`src/rtl/ram_access_arbiter_if.sv`:
```
// ram_access_arbiter_if: user, scan and RAM signals of the RAM access arbiter.
//   tick, clear_req           scan-step strobe and zero-fill restart pulse
//   wr_req/addr/data, wr_ack  user write port (level request, one-cycle ack)
//   rd_req/addr, rd_ack       user read port (level request, one-cycle ack)
//   rd_data, rd_valid         user read result
//   scan_addr/data/valid      auto-scan result
//   scan_wrap, scan_ovf       scan wrap toggle and sticky overflow flag
//   busy                      zero-fill in progress
//   ram_addr/data/wren, ram_q single-port RAM bus
// Modport slave is the arbiter side; master is the environment side.
interface ram_access_arbiter_if #(
    parameter int unsigned ADDR_W = 5,
    parameter int unsigned DATA_W = 4
);
    logic              tick;
    logic              clear_req;
    logic              wr_req;
    logic [ADDR_W-1:0] wr_addr;
    logic [DATA_W-1:0] wr_data;
    logic              wr_ack;
    logic              rd_req;
    logic [ADDR_W-1:0] rd_addr;
    logic              rd_ack;
    logic [DATA_W-1:0] rd_data;
    logic              rd_valid;
    logic [ADDR_W-1:0] scan_addr;
    logic [DATA_W-1:0] scan_data;
    logic              scan_valid;
    logic              scan_wrap;
    logic              scan_ovf;
    logic              busy;
    logic [ADDR_W-1:0] ram_addr;
    logic [DATA_W-1:0] ram_data;
    logic              ram_wren;
    logic [DATA_W-1:0] ram_q;

    modport slave (
        input  tick, clear_req, wr_req, wr_addr, wr_data, rd_req, rd_addr, ram_q,
        output wr_ack, rd_ack, rd_data, rd_valid, scan_addr, scan_data, scan_valid,
               scan_wrap, scan_ovf, busy, ram_addr, ram_data, ram_wren
    );

    modport master (
        output tick, clear_req, wr_req, wr_addr, wr_data, rd_req, rd_addr, ram_q,
        input  wr_ack, rd_ack, rd_data, rd_valid, scan_addr, scan_data, scan_valid,
               scan_wrap, scan_ovf, busy, ram_addr, ram_data, ram_wren
    );
endinterface

```
`src/rtl/ram_access_arbiter.sv`:
```
// ram_access_arbiter: sequences every access to a single-port 2**ADDR_W x DATA_W RAM.
// After reset or clear_req the whole RAM is zero-filled (busy=1), then one access per
// cycle is granted with fixed priority: user write > user read > pending scan read.
// Ports:
//   i_clk    system clock
//   i_reset  synchronous active-high reset
//   bus      ram_access_arbiter_if slave modport (user ports, scan outputs, RAM bus)
// Grants and acks are decided combinationally in the cycle the access is issued; read
// results come back through a tag pipeline and are registered on the way out.
module ram_access_arbiter #(
    parameter int unsigned ADDR_W = 5,
    parameter int unsigned DATA_W = 4,
    parameter int unsigned RD_LAT = 1
) (
    input  logic                 i_clk,
    input  logic                 i_reset,
    ram_access_arbiter_if.slave  bus
);
    localparam logic [ADDR_W-1:0] LAST_ADDR = {ADDR_W{1'b1}};

    typedef enum logic {StInit, StRun} state_t;

    state_t            r_state;
    logic [ADDR_W-1:0] r_fill_cnt;
    logic [ADDR_W-1:0] r_scan_ptr;
    logic              r_scan_pending;
    logic [ADDR_W-1:0] r_last_addr;

    // Read-tag pipeline: stage RD_LAT-1 lines up with valid ram_q.
    logic [RD_LAT-1:0] r_tag_vld;
    logic [RD_LAT-1:0] r_tag_scan;
    logic [ADDR_W-1:0] r_tag_addr [RD_LAT];

    logic [DATA_W-1:0] r_rd_data;
    logic              r_rd_valid;
    logic [ADDR_W-1:0] r_scan_addr;
    logic [DATA_W-1:0] r_scan_data;
    logic              r_scan_valid;
    logic              r_scan_wrap;
    logic              r_scan_ovf;

    logic              w_grant_wr;
    logic              w_grant_rd;
    logic              w_grant_scan;
    logic [ADDR_W-1:0] w_ram_addr;
    logic [DATA_W-1:0] w_ram_data;
    logic              w_ram_wren;

    // No grants while clearing, so nothing is issued that would only be flushed.
    always_comb begin
        w_grant_wr   = 1'b0;
        w_grant_rd   = 1'b0;
        w_grant_scan = 1'b0;
        if (r_state == StRun && !bus.clear_req) begin
            if (bus.wr_req) begin
                w_grant_wr = 1'b1;
            end else if (bus.rd_req) begin
                w_grant_rd = 1'b1;
            end else if (r_scan_pending) begin
                w_grant_scan = 1'b1;
            end
        end
    end

    always_comb begin
        w_ram_addr = r_last_addr;
        w_ram_data = '0;
        w_ram_wren = 1'b0;
        if (r_state == StInit) begin
            w_ram_addr = r_fill_cnt;
            w_ram_wren = 1'b1;
        end else if (w_grant_wr) begin
            w_ram_addr = bus.wr_addr;
            w_ram_data = bus.wr_data;
            w_ram_wren = 1'b1;
        end else if (w_grant_rd) begin
            w_ram_addr = bus.rd_addr;
        end else if (w_grant_scan) begin
            w_ram_addr = r_scan_ptr;
        end
    end

    always_ff @(posedge i_clk) begin
        if (i_reset) begin
            r_state        <= StInit;
            r_fill_cnt     <= '0;
            r_scan_ptr     <= '0;
            r_scan_pending <= 1'b0;
            r_last_addr    <= '0;
            r_tag_vld      <= '0;
            r_tag_scan     <= '0;
            r_rd_data      <= '0;
            r_rd_valid     <= 1'b0;
            r_scan_addr    <= '0;
            r_scan_data    <= '0;
            r_scan_valid   <= 1'b0;
            r_scan_wrap    <= 1'b0;
            r_scan_ovf     <= 1'b0;
        end else begin
            r_last_addr  <= w_ram_addr;
            r_rd_valid   <= 1'b0;
            r_scan_valid <= 1'b0;

            r_tag_vld[0]  <= w_grant_rd | w_grant_scan;
            r_tag_scan[0] <= w_grant_scan;
            r_tag_addr[0] <= r_scan_ptr;
            for (int i = 1; i < RD_LAT; i++) begin
                r_tag_vld[i]  <= r_tag_vld[i-1];
                r_tag_scan[i] <= r_tag_scan[i-1];
                r_tag_addr[i] <= r_tag_addr[i-1];
            end

            if (r_tag_vld[RD_LAT-1]) begin
                if (r_tag_scan[RD_LAT-1]) begin
                    r_scan_data  <= bus.ram_q;
                    r_scan_addr  <= r_tag_addr[RD_LAT-1];
                    r_scan_valid <= 1'b1;
                end else begin
                    r_rd_data  <= bus.ram_q;
                    r_rd_valid <= 1'b1;
                end
            end

            // A tick that lands on an outstanding request is merged and flagged.
            if (bus.tick && (r_scan_pending || w_grant_scan)) begin
                r_scan_ovf <= 1'b1;
            end
            r_scan_pending <= (r_scan_pending | bus.tick) & ~w_grant_scan;

            if (w_grant_scan) begin
                r_scan_ptr <= r_scan_ptr + 1'b1;
                if (r_scan_ptr == LAST_ADDR) begin
                    r_scan_wrap <= ~r_scan_wrap;
                end
            end

            if (r_state == StInit) begin
                r_fill_cnt <= r_fill_cnt + 1'b1;
                if (r_fill_cnt == LAST_ADDR) begin
                    r_state <= StRun;
                end
            end

            // Clear overrides everything above: restart the fill, drop in-flight reads.
            if (bus.clear_req) begin
                r_state      <= StInit;
                r_fill_cnt   <= '0;
                r_scan_ptr   <= '0;
                r_scan_ovf   <= 1'b0;
                r_scan_wrap  <= 1'b0;
                r_tag_vld    <= '0;
                r_rd_valid   <= 1'b0;
                r_scan_valid <= 1'b0;
            end
        end
    end

    assign bus.wr_ack     = w_grant_wr;
    assign bus.rd_ack     = w_grant_rd;
    assign bus.ram_addr   = w_ram_addr;
    assign bus.ram_data   = w_ram_data;
    assign bus.ram_wren   = w_ram_wren;
    assign bus.busy       = (r_state == StInit);
    assign bus.rd_data    = r_rd_data;
    assign bus.rd_valid   = r_rd_valid;
    assign bus.scan_addr  = r_scan_addr;
    assign bus.scan_data  = r_scan_data;
    assign bus.scan_valid = r_scan_valid;
    assign bus.scan_wrap  = r_scan_wrap;
    assign bus.scan_ovf   = r_scan_ovf;
endmodule

```
`src/flat_wrapper.sv`:
```
// flat-port wrapper written by rule: the top's interface ports become plain ports
module ram_access_arbiter_flat 
#(
    parameter int unsigned ADDR_W = 5,
    parameter int unsigned DATA_W = 4,
    parameter int unsigned RD_LAT = 1
)
  (i_clk, i_reset, bus_tick, bus_clear_req, bus_wr_req, bus_wr_addr, bus_wr_data, bus_rd_req, bus_rd_addr, bus_ram_q, bus_wr_ack, bus_rd_ack, bus_rd_data, bus_rd_valid, bus_scan_addr, bus_scan_data, bus_scan_valid, bus_scan_wrap, bus_scan_ovf, bus_busy, bus_ram_addr, bus_ram_data, bus_ram_wren);
  ram_access_arbiter_if #(.ADDR_W(ADDR_W), .DATA_W(DATA_W)) bus_i ();
  input  logic i_clk;
  input  logic i_reset;
  input wire logic [$bits(bus_i.tick)-1:0] bus_tick;
  input wire logic [$bits(bus_i.clear_req)-1:0] bus_clear_req;
  input wire logic [$bits(bus_i.wr_req)-1:0] bus_wr_req;
  input wire logic [$bits(bus_i.wr_addr)-1:0] bus_wr_addr;
  input wire logic [$bits(bus_i.wr_data)-1:0] bus_wr_data;
  input wire logic [$bits(bus_i.rd_req)-1:0] bus_rd_req;
  input wire logic [$bits(bus_i.rd_addr)-1:0] bus_rd_addr;
  input wire logic [$bits(bus_i.ram_q)-1:0] bus_ram_q;
  output wire logic [$bits(bus_i.wr_ack)-1:0] bus_wr_ack;
  output wire logic [$bits(bus_i.rd_ack)-1:0] bus_rd_ack;
  output wire logic [$bits(bus_i.rd_data)-1:0] bus_rd_data;
  output wire logic [$bits(bus_i.rd_valid)-1:0] bus_rd_valid;
  output wire logic [$bits(bus_i.scan_addr)-1:0] bus_scan_addr;
  output wire logic [$bits(bus_i.scan_data)-1:0] bus_scan_data;
  output wire logic [$bits(bus_i.scan_valid)-1:0] bus_scan_valid;
  output wire logic [$bits(bus_i.scan_wrap)-1:0] bus_scan_wrap;
  output wire logic [$bits(bus_i.scan_ovf)-1:0] bus_scan_ovf;
  output wire logic [$bits(bus_i.busy)-1:0] bus_busy;
  output wire logic [$bits(bus_i.ram_addr)-1:0] bus_ram_addr;
  output wire logic [$bits(bus_i.ram_data)-1:0] bus_ram_data;
  output wire logic [$bits(bus_i.ram_wren)-1:0] bus_ram_wren;
  assign bus_i.tick = bus_tick;
  assign bus_i.clear_req = bus_clear_req;
  assign bus_i.wr_req = bus_wr_req;
  assign bus_i.wr_addr = bus_wr_addr;
  assign bus_i.wr_data = bus_wr_data;
  assign bus_i.rd_req = bus_rd_req;
  assign bus_i.rd_addr = bus_rd_addr;
  assign bus_i.ram_q = bus_ram_q;
  assign bus_wr_ack = bus_i.wr_ack;
  assign bus_rd_ack = bus_i.rd_ack;
  assign bus_rd_data = bus_i.rd_data;
  assign bus_rd_valid = bus_i.rd_valid;
  assign bus_scan_addr = bus_i.scan_addr;
  assign bus_scan_data = bus_i.scan_data;
  assign bus_scan_valid = bus_i.scan_valid;
  assign bus_scan_wrap = bus_i.scan_wrap;
  assign bus_scan_ovf = bus_i.scan_ovf;
  assign bus_busy = bus_i.busy;
  assign bus_ram_addr = bus_i.ram_addr;
  assign bus_ram_data = bus_i.ram_data;
  assign bus_ram_wren = bus_i.ram_wren;
  ram_access_arbiter #(.ADDR_W(ADDR_W), .DATA_W(DATA_W), .RD_LAT(RD_LAT)) u_core (.i_clk(i_clk), .i_reset(i_reset), .bus(bus_i));
endmodule
```
`config.mk`:
```
export PLATFORM = sky130hd
export DESIGN_NAME = ram_access_arbiter_flat
export DESIGN_NICKNAME = d
export VERILOG_FILES = /design/src/rtl/ram_access_arbiter_if.sv /design/src/rtl/ram_access_arbiter.sv /design/src/flat_wrapper.sv
export SDC_FILE = /design/constraint.sdc
export NUM_CORES = 1
export LEC_CHECK = 0
export BUFFER_PORTS_ARGS = -buffer_cell sky130_fd_sc_hd__buf_4
export CORE_ASPECT_RATIO = 1.2
export CORE_MARGIN = 1.5
export CORE_UTILIZATION = 30
export CTS_CLUSTER_SIZE = 8
export DETAILED_ROUTE_END_ITERATION = 8
export GPL_ROUTABILITY_DRIVEN = 1
export GPL_TIMING_DRIVEN = 0
export SKIP_LAST_GASP = 1
export SLEW_MARGIN = 20
export SYNTH_ARGS = -nofsm -noshare
export SYNTH_HDL_FRONTEND = slang
export SYNTH_SLANG_ARGS = --single-unit
```
`constraint.sdc`:
```
create_clock -name i_clk -period 2.24 [get_ports i_clk]
set_input_delay 0.448 -clock i_clk [delete_from_list [all_inputs] [get_ports i_clk]]
set_output_delay 0.448 -clock i_clk [all_outputs]
set_load 0.005 [all_outputs]
```
==> results of run 1 <==
## cells by family (layout without fill, tap and decap cells)
| family | count (synthesis) | after routing | synth area share [%] |
|---|---|---|---|
| compound gates | 46 | 46 | 16.5 |
| xor+xnor | 3 | 3 | 1.45 |
| buf+inv | 20 | 82 | 4.20 |
| flops | 41 | 41 | 47.9 |
| fa+ha+maj | 4 | 4 | 2.75 |
| mux | 6 | 6 | 3.31 |
| simple gates | 84 | 84 | 23.8 |
## worst max-delay path by stage
stage                         startpoint              end  slack [ps]  cells past startpoint
after global routing          bus_rd_req  bus_ram_addr[2]           2                      6
final                     u_core.r_state  bus_ram_addr[4]          70                      6
after CTS                 u_core.r_state  bus_ram_addr[3]          -4                      6
after global placement     bus_clear_req  bus_ram_addr[3]        -140                      7
after detailed placement   bus_clear_req  bus_ram_addr[3]        -100                      7
after floorplan            bus_clear_req  bus_ram_addr[3]         320                      5
## final cells by class
cell class | count | area [µm²]
inverters | 5 | 18.8
flip-flops and latches | 41 | 875
repair buffers | 55 | 425
well taps | 80 | 100
clock inverters | 3 | 41.3
fillers | 580 | 3230
plain buffers | 14 | 76.3
clock buffers | 5 | 68.8
multi-input cells | 143 | 907
## power by group through the flow
stage / Clock (mW) / Sequential (mW) / Combinational [mW]
after floorplan: 0 / 0.771 / 0.0417
after global placement: 0 / 0.772 / 0.0934
after detailed placement: 0 / 0.772 / 0.0927
after CTS: 0.606 / 0.753 / 0.0931
after global routing: 0.640 / 0.755 / 0.105
final: 0.592 / 0.754 / 0.0937
## Yosys cell counts (all sizes together) (4+ instances only)
cell / count
o2111ai: 4
dfxtp: 36
nor2b: 7
nor2: 18
and2: 4
edfxtp: 5
or3b: 5
and3: 6
a21oi: 17
nand2: 23
clkbuf: 13
a211oi: 5
nor3: 7
ha: 4
mux2i: 6
inv: 5
o21ai: 8
## repair_timing
| item | in CTS | in global routing |
|---|---|---|
| hold buffers | 0 | 0 |
| buffers inserted | 0 | 2 |
| endpoints found under the hold margin | 0 | 0 |
| resized for setup | 8 | 19 |
| pin swaps | 0 | 1 |
| endpoints found under the setup margin | 4 | 6 |
## layer usage
| metal | wire length (µm) | track usage, % | part of all wire, % | vias to the layer above |
|---|---|---|---|---|
| met5 | 0 | 0 | 0 | - |
| met4 | 60 | 5.56 | 1.3 | 0 |
| met3 | 193 | 3.64 | 4.3 | 7 |
| met2 | 2190 | 23.6 | 49 | 37 |
| met1 | 2010 | 16.8 | 45 | 746 |
| li1 | - | - | - | 840 |
## registers in the layout, indices dropped and copies added (netlist names), 4 cells and up
register / cells
u_core.bus.rd_data: 4
u_core.r_fill_cnt: 5
u_core.r_tag_addr: 5
u_core.r_last_addr: 5
u_core.bus.scan_data: 4
u_core.bus.scan_addr: 5
u_core.r_scan_ptr: 5
## through the flow
step                      hold slack [ps]  setup WS, ps  TNS, ps  utilization [%]
after floorplan                       453           318        0                -
after global placement                443          -143     -223             40.3
after detailed placement              448          -102     -121             40.3
after CTS                             390         -3.60    -4.46             42.5
after global routing                  410          1.76        0             43.7
final                                 395          68.2        0             43.7
## worst min-delay path: stages
cell	delay, ps
sky130_fd_sc_hd__buf_4	80
sky130_fd_sc_hd__mux2i_1	50
sky130_fd_sc_hd__nor2_1	70
==> tab_implementation.tex, run 1 <==
\begin{tabular}{lr}
\hline
Metric & Value \\
\hline
\multicolumn{2}{l}{\textbf{Synthesis}} \\
Yosys cell types & 38 \\
Most instantiated flip-flop cell in the synthesis netlist & sky130\_fd\_sc\_hd\_\_dfxtp\_1 \\
Share of the yosys chip area belonging to registers & 47.9\% \\
Cell type with the largest total area after synthesis & sky130\_fd\_sc\_hd\_\_dfxtp\_1 \\
Post-synthesis instance total & slightly above 200 \\
Net count of the mapped netlist & 232 \\
Biggest area contributors in the synthesized netlist & sky130\_fd\_sc\_hd\_\_dfxtp\_1, sky130\_fd\_sc\_hd\_\_edfxtp\_1, sky130\_fd\_sc\_hd\_\_nand2\_1 \\
Top-area cell type share of the netlist area & 39.7\% \\
Register bit total from synthesis & 41 \\
Post-Synthesis Cell Area & 1820 µm² \\
Number of warnings reported in the yosys synthesis log & 0 \\
Average cell area after synthesis & slightly below 9 µm² \\
Fraction of synthesis flops using an asynchronous set or reset pin & 0\% \\
EDFF count, synth & 5 \\
\multicolumn{2}{l}{\textbf{Routing}} \\
Total number of vias & 1630 \\
Count of nets left with antenna violations after detail routing & 0 \\
Remaining routing DRC violations & 0 \\
Per-cell via count in the routed design & 4.71 \\
TritonRoute pass-1 iters & 4 \\
Number of DRC violations after detailed-routing iteration 0 & 35 \\
Wirelength per Cell & 12.9 µm \\
Total wire length & 4450 µm \\
\multicolumn{2}{l}{\textbf{Min path}} \\
Critical hold path startpoint & bus\_ram\_q[2] \\
Worst min-delay path class & in2reg \\
Cells on Worst Hold Path & 3 \\
Hold Crit Endpoint & u\_core.bus.rd\_data[2] \\
\multicolumn{2}{l}{\textbf{Power}} \\
Power share of the clock group & 41.1\% \\
Sequential cell fraction of total power & about 52\% \\
Static Leak & 0.981 nW \\
Highest ir drop seen on vdd & 0.000428 V \\
Combinational share of power & 6.5\% \\
Total power & 1.44 mW \\
Proportion of total power due to net switching & 22.0\% \\
Total net switching power & 0.317 mW \\
Power density relative to cell area & roughly 570 nW/µm² \\
Total internal power & 1.12 mW \\
\multicolumn{2}{l}{\textbf{Worst setup path}} \\
Critical Path Sink Type & output port \\
Largest delay contributor family on the critical path & simple AND/OR/NAND/NOR gates \\
Worst Path Buf+Inv & 3 \\
Critical Setup Path Class & reg2out \\
Reg-to-reg slack, setup & around 540 ps \\
Reg-to-reg endpoint & u\_core.bus.scan\_wrap \\
Worst setup SP type & flip-flop \\
Library cell contributing the largest single delay on the critical path & sky130\_fd\_sc\_hd\_\_or3b\_4 \\
Worst Reg2Reg Path Length in Cells & 6 \\
Arrival time of the worst setup path & roughly 1700 ps \\
Required arrival time at the worst endpoint & 1790 ps \\
Critical path's largest stage delay & 380 ps \\
Cell Chain, Critical Path & or3b\_4 > buf\_6 > buf\_8 > nor3\_4 > o21ai\_1 > buf\_4 \\
Maximum fanout count along the critical path & 10 \\
Beginning of the worst register-to-register path & u\_core.r\_scan\_ptr[0] \\
\multicolumn{2}{l}{\textbf{Clock network}} \\
Inserted Clock Buffers & 5 \\
Skew-Pair Late Insertion Delay & 290 ps \\
Cell at the root of the clock tree & sky130\_fd\_sc\_hd\_\_clkbuf\_8 \\
Maximum root-to-sink buffer count & 2 \\
H-Tree Level Count & 2 \\
Clock transition at the registers of the reported paths & 80 ps \\
CTS tree & built \\
Clk sink count & 41 \\
\multicolumn{2}{l}{\textbf{Run status}} \\
Outcome & finished clean \\
\multicolumn{2}{l}{\textbf{Floorplan}} \\
Die area & 6530 µm² \\
Die Wd & 74.0 µm \\
Io pins & 54 \\
Initial Utilization & 31.6\% \\
Core ar. & 5740 µm² \\
Vert. Die Dim & 88.2 µm \\
Cell Rows & 30 \\
\multicolumn{2}{l}{\textbf{Final layout}} \\
\# nets final & 293 \\
Proportion of layout cells with a drive suffix above 1 & 30.5\% \\
Ant diodes & 0 \\
Count of non-filler cells in the finished layout & 346 \\
Most frequent standard cell in the layout excluding fill and tap cells & sky130\_fd\_sc\_hd\_\_buf\_4 \\
Most used cells in the layout excluding fill and tap cells & sky130\_fd\_sc\_hd\_\_buf\_4, sky130\_fd\_sc\_hd\_\_dfxtp\_1, sky130\_fd\_sc\_hd\_\_nand2\_1 \\
Area growth from synthesis to layout & 38.3\% \\
Total non-filler cell area in the finished layout & between 2000 and 3000 µm² \\
\multicolumn{2}{l}{\textbf{STA}} \\
RSZ-0062 raised after global routing & no \\
Achievable Freq & 460 MHz \\
Final hold viol count & 0 \\
Final worst-path cycle share & 97.0\% \\
Post-route minimum period & between 2000 and 2500 ps \\
Total count of max-transition violations in the final report & 0 \\
Remaining max-slew budget at the tightest pin & 62.5\% \\
\# setup viols final & 0 \\
Max Clock Skew & 4.72 ps \\
Transition at the pin with the smallest max-transition slack & 562 ps \\
\multicolumn{2}{l}{\textbf{Placement}} \\
Number of input and output port buffers inserted & 53 \\
Number of placed instances with taps included & 337 \\
Placed standard-cell area & 2310 µm² \\
Final RePlAce weighted congestion & 0.796 \\
Sum of net half-perimeters after detailed placement & $\sim$3300 µm \\
\multicolumn{2}{l}{\textbf{Global routing}} \\
Total global routing overflow & 0 \\
First-pass GRT wire length & 7020 µm \\
Total routing usage reported by global routing & between 10\% and 20\% \\
Via count of the first global-routing pass & 1526 \\
Largest net degree at the start of global routing & 14 \\
Number of antenna violations at the first check in global routing & 0 \\
\multicolumn{2}{l}{\textbf{Flow run}} \\
Maxcap violations & 0 \\
\hline
\end{tabular}
(Power assumes the default switching activity.)
==> inputs of run 2 (changes only) <==
--- a/config.mk
+++ b/config.mk
@@ -6,13 +6,13 @@
 export NUM_CORES = 1
 export LEC_CHECK = 0
 export BUFFER_PORTS_ARGS = -buffer_cell sky130_fd_sc_hd__buf_4
-export CORE_ASPECT_RATIO = 1.2
 export CORE_MARGIN = 1.5
 export CORE_UTILIZATION = 30
 export CTS_CLUSTER_SIZE = 8
 export DETAILED_ROUTE_END_ITERATION = 8
 export GPL_ROUTABILITY_DRIVEN = 1
 export GPL_TIMING_DRIVEN = 0
+export PLACE_DENSITY = 0.56
 export SKIP_LAST_GASP = 1
 export SLEW_MARGIN = 20
 export SYNTH_ARGS = -nofsm -noshare
==> constraint.sdc (replaced) <==
create_clock -name i_clk -period 2.24 [get_ports i_clk]
set_input_delay 0.56 -clock i_clk [delete_from_list [all_inputs] [get_ports i_clk]]
set_output_delay 0.56 -clock i_clk [all_outputs]
set_load 0.005 [all_outputs]
==> tab_implementation.tex, run 2 (synthesized netlist as in run 1, its figures left out) <==
\begin{tabular}{lr}
\hline
Metric & Value \\
\hline
\multicolumn{2}{l}{\textbf{Floorplan}} \\
Die Wd & 80.8 µm (+9.2\%) \\
Core ar. & 5890 µm² (+2.5\%) \\
Cell Rows & 28 (-6.7\%) \\
Initial Utilization & 30.9\% (-0.77 points) \\
Die area & 6530 µm² (about the same) \\
Vert. Die Dim & 80.8 µm (-8.4\%) \\
Io pins & 54 (unchanged) \\
\multicolumn{2}{l}{\textbf{Final layout}} \\
Most frequent standard cell in the layout excluding fill and tap cells & sky130\_fd\_sc\_hd\_\_buf\_4 \\
Ant diodes & 0 (unchanged) \\
Most used cells in the layout excluding fill and tap cells & sky130\_fd\_sc\_hd\_\_buf\_4, sky130\_fd\_sc\_hd\_\_dfxtp\_1, sky130\_fd\_sc\_hd\_\_nand2\_1 \\
Total non-filler cell area in the finished layout & 2530 µm² (+0.70\%) \\
Count of non-filler cells in the finished layout & 343 (-0.87\%) \\
Area growth from synthesis to layout & 39.3\% \\
Proportion of layout cells with a drive suffix above 1 & 33.2\% (+2.8 points) \\
\# nets final & 295 (+0.68\%) \\
\multicolumn{2}{l}{\textbf{Global routing}} \\
Via count of the first global-routing pass & 1548 (+1.4\%) \\
Number of antenna violations at the first check in global routing & 0 (unchanged) \\
Largest net degree at the start of global routing & 14 (unchanged) \\
First-pass GRT wire length & 7380 µm (+5.1\%) \\
Total global routing overflow & 0 (unchanged) \\
Total routing usage reported by global routing & 14.8\% (+0.81 points) \\
\multicolumn{2}{l}{\textbf{Clock network}} \\
Clock transition at the registers of the reported paths & 70 ps (about the same) \\
Clk sink count & 41 (unchanged) \\
Skew-Pair Late Insertion Delay & 300 ps (about the same) \\
Inserted Clock Buffers & 5 (unchanged) \\
CTS tree & built \\
Maximum root-to-sink buffer count & 2 (unchanged) \\
Cell at the root of the clock tree & sky130\_fd\_sc\_hd\_\_clkbuf\_8 \\
Hold-fix buffers, CTS & 0 (unchanged) \\
H-Tree Level Count & 2 (unchanged) \\
\multicolumn{2}{l}{\textbf{STA}} \\
Final worst-path cycle share & 102\% (+5.3 points) \\
RSZ-0062 raised after global routing & yes \\
Post-route minimum period & 2290 ps (+118 ps) \\
\# setup viols final & 2 (+2) \\
Achievable Freq & 437 MHz (-5.2\%) \\
Remaining max-slew budget at the tightest pin & 64.2\% (+1.7 points) \\
Total count of max-transition violations in the final report & 0 (unchanged) \\
Max Clock Skew & 9.89 ps (+5.17 ps) \\
Final hold viol count & 0 (unchanged) \\
Transition at the pin with the smallest max-transition slack & 537 ps (-25.9 ps) \\
Final-layout setup total negative slack & -54.0 ps (-54.0 ps) \\
Slack of the critical path & -50.1 ps (-118 ps) \\
\multicolumn{2}{l}{\textbf{Routing}} \\
Remaining routing DRC violations & 0 (unchanged) \\
Per-cell via count in the routed design & 4.80 (+1.9\%) \\
Total number of vias & 1647 (+1.0\%) \\
Wirelength per Cell & 13.2 µm (+2.7\%) \\
Count of nets left with antenna violations after detail routing & 0 (unchanged) \\
Total wire length & 4530 µm (+1.8\%) \\
TritonRoute pass-1 iters & 4 (unchanged) \\
Number of DRC violations after detailed-routing iteration 0 & 42 (+20\%) \\
\multicolumn{2}{l}{\textbf{Placement}} \\
Number of input and output port buffers inserted & 53 (unchanged) \\
Placed standard-cell area & 2310 µm² (-0.27\%) \\
Final RePlAce weighted congestion & 0.741 (-7.0\%) \\
Sum of net half-perimeters after detailed placement & 3280 µm (-0.97\%) \\
Number of placed instances with taps included & 332 (-1.5\%) \\
\multicolumn{2}{l}{\textbf{Worst setup path}} \\
Required arrival time at the worst endpoint & 1680 ps (-110 ps) \\
Worst Reg2Reg Path Length in Cells & 6 (unchanged) \\
Arrival time of the worst setup path & 1730 ps (about the same) \\
Beginning of the worst register-to-register path & u\_core.r\_scan\_ptr[0] \\
Critical Path Sink Type & output port \\
Maximum fanout count along the critical path & 8 (-2) \\
Critical path's largest stage delay & 430 ps (+50 ps) \\
Cell repeated most along the worst path & sky130\_fd\_sc\_hd\_\_buf\_4 \\
Library cell contributing the largest single delay on the critical path & sky130\_fd\_sc\_hd\_\_or3b\_4 \\
Cell Chain, Critical Path & buf\_4 > or3b\_4 > clkbuf\_16 > nor3\_4 > o21ai\_2 > buf\_4 \\
Worst setup SP type & primary input \\
Critical Setup Path Class & in2out \\
Timing startpoint of the critical path & bus\_clear\_req \\
\multicolumn{2}{l}{\textbf{Power}} \\
Static Leak & 1.00 nW (+1.9\%) \\
Power density relative to cell area & 526 nW/µm² (-8.2\%) \\
Highest ir drop seen on vdd & 0.000223 V (-48\%) \\
\multicolumn{2}{l}{\textbf{Run status}} \\
Failing checks & negative setup slack \\
Outcome & complete, but fails checks \\
\multicolumn{2}{l}{\textbf{Min path}} \\
Critical hold path startpoint & u\_core.bus.scan\_addr[4] \\
Worst min-delay path class & reg2reg \\
Cells on Worst Hold Path & 2 (-1) \\
\multicolumn{2}{l}{\textbf{Flow run}} \\
Maxcap violations & 0 (unchanged) \\
\hline
\end{tabular}
[run 2: changes by cell type in the layout (fill, tap and decap cells not counted), moves of 2 or more]
cell	previous run	this run
sky130_fd_sc_hd__buf_4	54	58
sky130_fd_sc_hd__clkbuf_1	8	6
sky130_fd_sc_hd__clkbuf_4	0	2
sky130_fd_sc_hd__o21ai_0	6	4
[run 2: worst paths after layout]
| check | to | slack, ps |
|---|---|---|
| max | bus_ram_addr[3] | -50 |
| min | u_core.bus.scan_addr[4] | 460 |
| max reg2reg | u_core.bus.scan_wrap | 520 |
| min reg2reg | u_core.bus.scan_addr[4] | 460 |
[run 2: final cells by class]
type                            count  area [µm²]
Timing Repair Buffer               58         435
Clock buffer                        5        68.8
Tap cell                           75        93.8
Sequential cell                    41         875
Multi-Input combinational cell    143         930
Fill cell                         605        3360
Buffer                             13        92.6
Clock inverter                      3        16.3
Inverter                            5        18.8
[run 2: what timing repair did]
item | CTS | global route
pin swaps | 5 | 4
hold endpoints to repair | 0 | 0
endpoints found under the setup margin | 6 | 6
gates resized for setup | 30 | 6
setup buffers | 2 | 3
[run 2: where the power goes]
part           leakage (nW)  total, mW  internal [mW]  switching, mW
clock                0.0436      0.477          0.216          0.261
combinational         0.612      0.100         0.0503         0.0497
sequential            0.344      0.754          0.748        0.00625
[run 2: routing by layer]
layer	routed length, µm	vias up	track usage, %	part of all wire [%]
li1	-	848	-	-
met3	272	8	3.93	6.0
met4	86	0	7.24	1.9
met5	0	-	0	0
met1	2170	742	18.6	48
met2	2000	49	23.3	44
[run 2: worst max-delay path: cells and delay by family]
kind,cells,cell delay [ps]
AO/OA/AOI/OAI,1,70
buffers and inverters,3,470
AND/OR/NAND/NOR,2,630
[run 2: through the flow]
stage,hold slack (ps),util [%],setup WS [ps],power (mW)
detailed placement,448,39.2,-414,0.866
CTS,459,42.5,-63.3,1.35
global route,487,43.0,-86.6,1.39
global placement,444,39.2,-420,0.866
floorplan,453,-,94.3,0.812
finish,457,43.0,-50.1,1.33
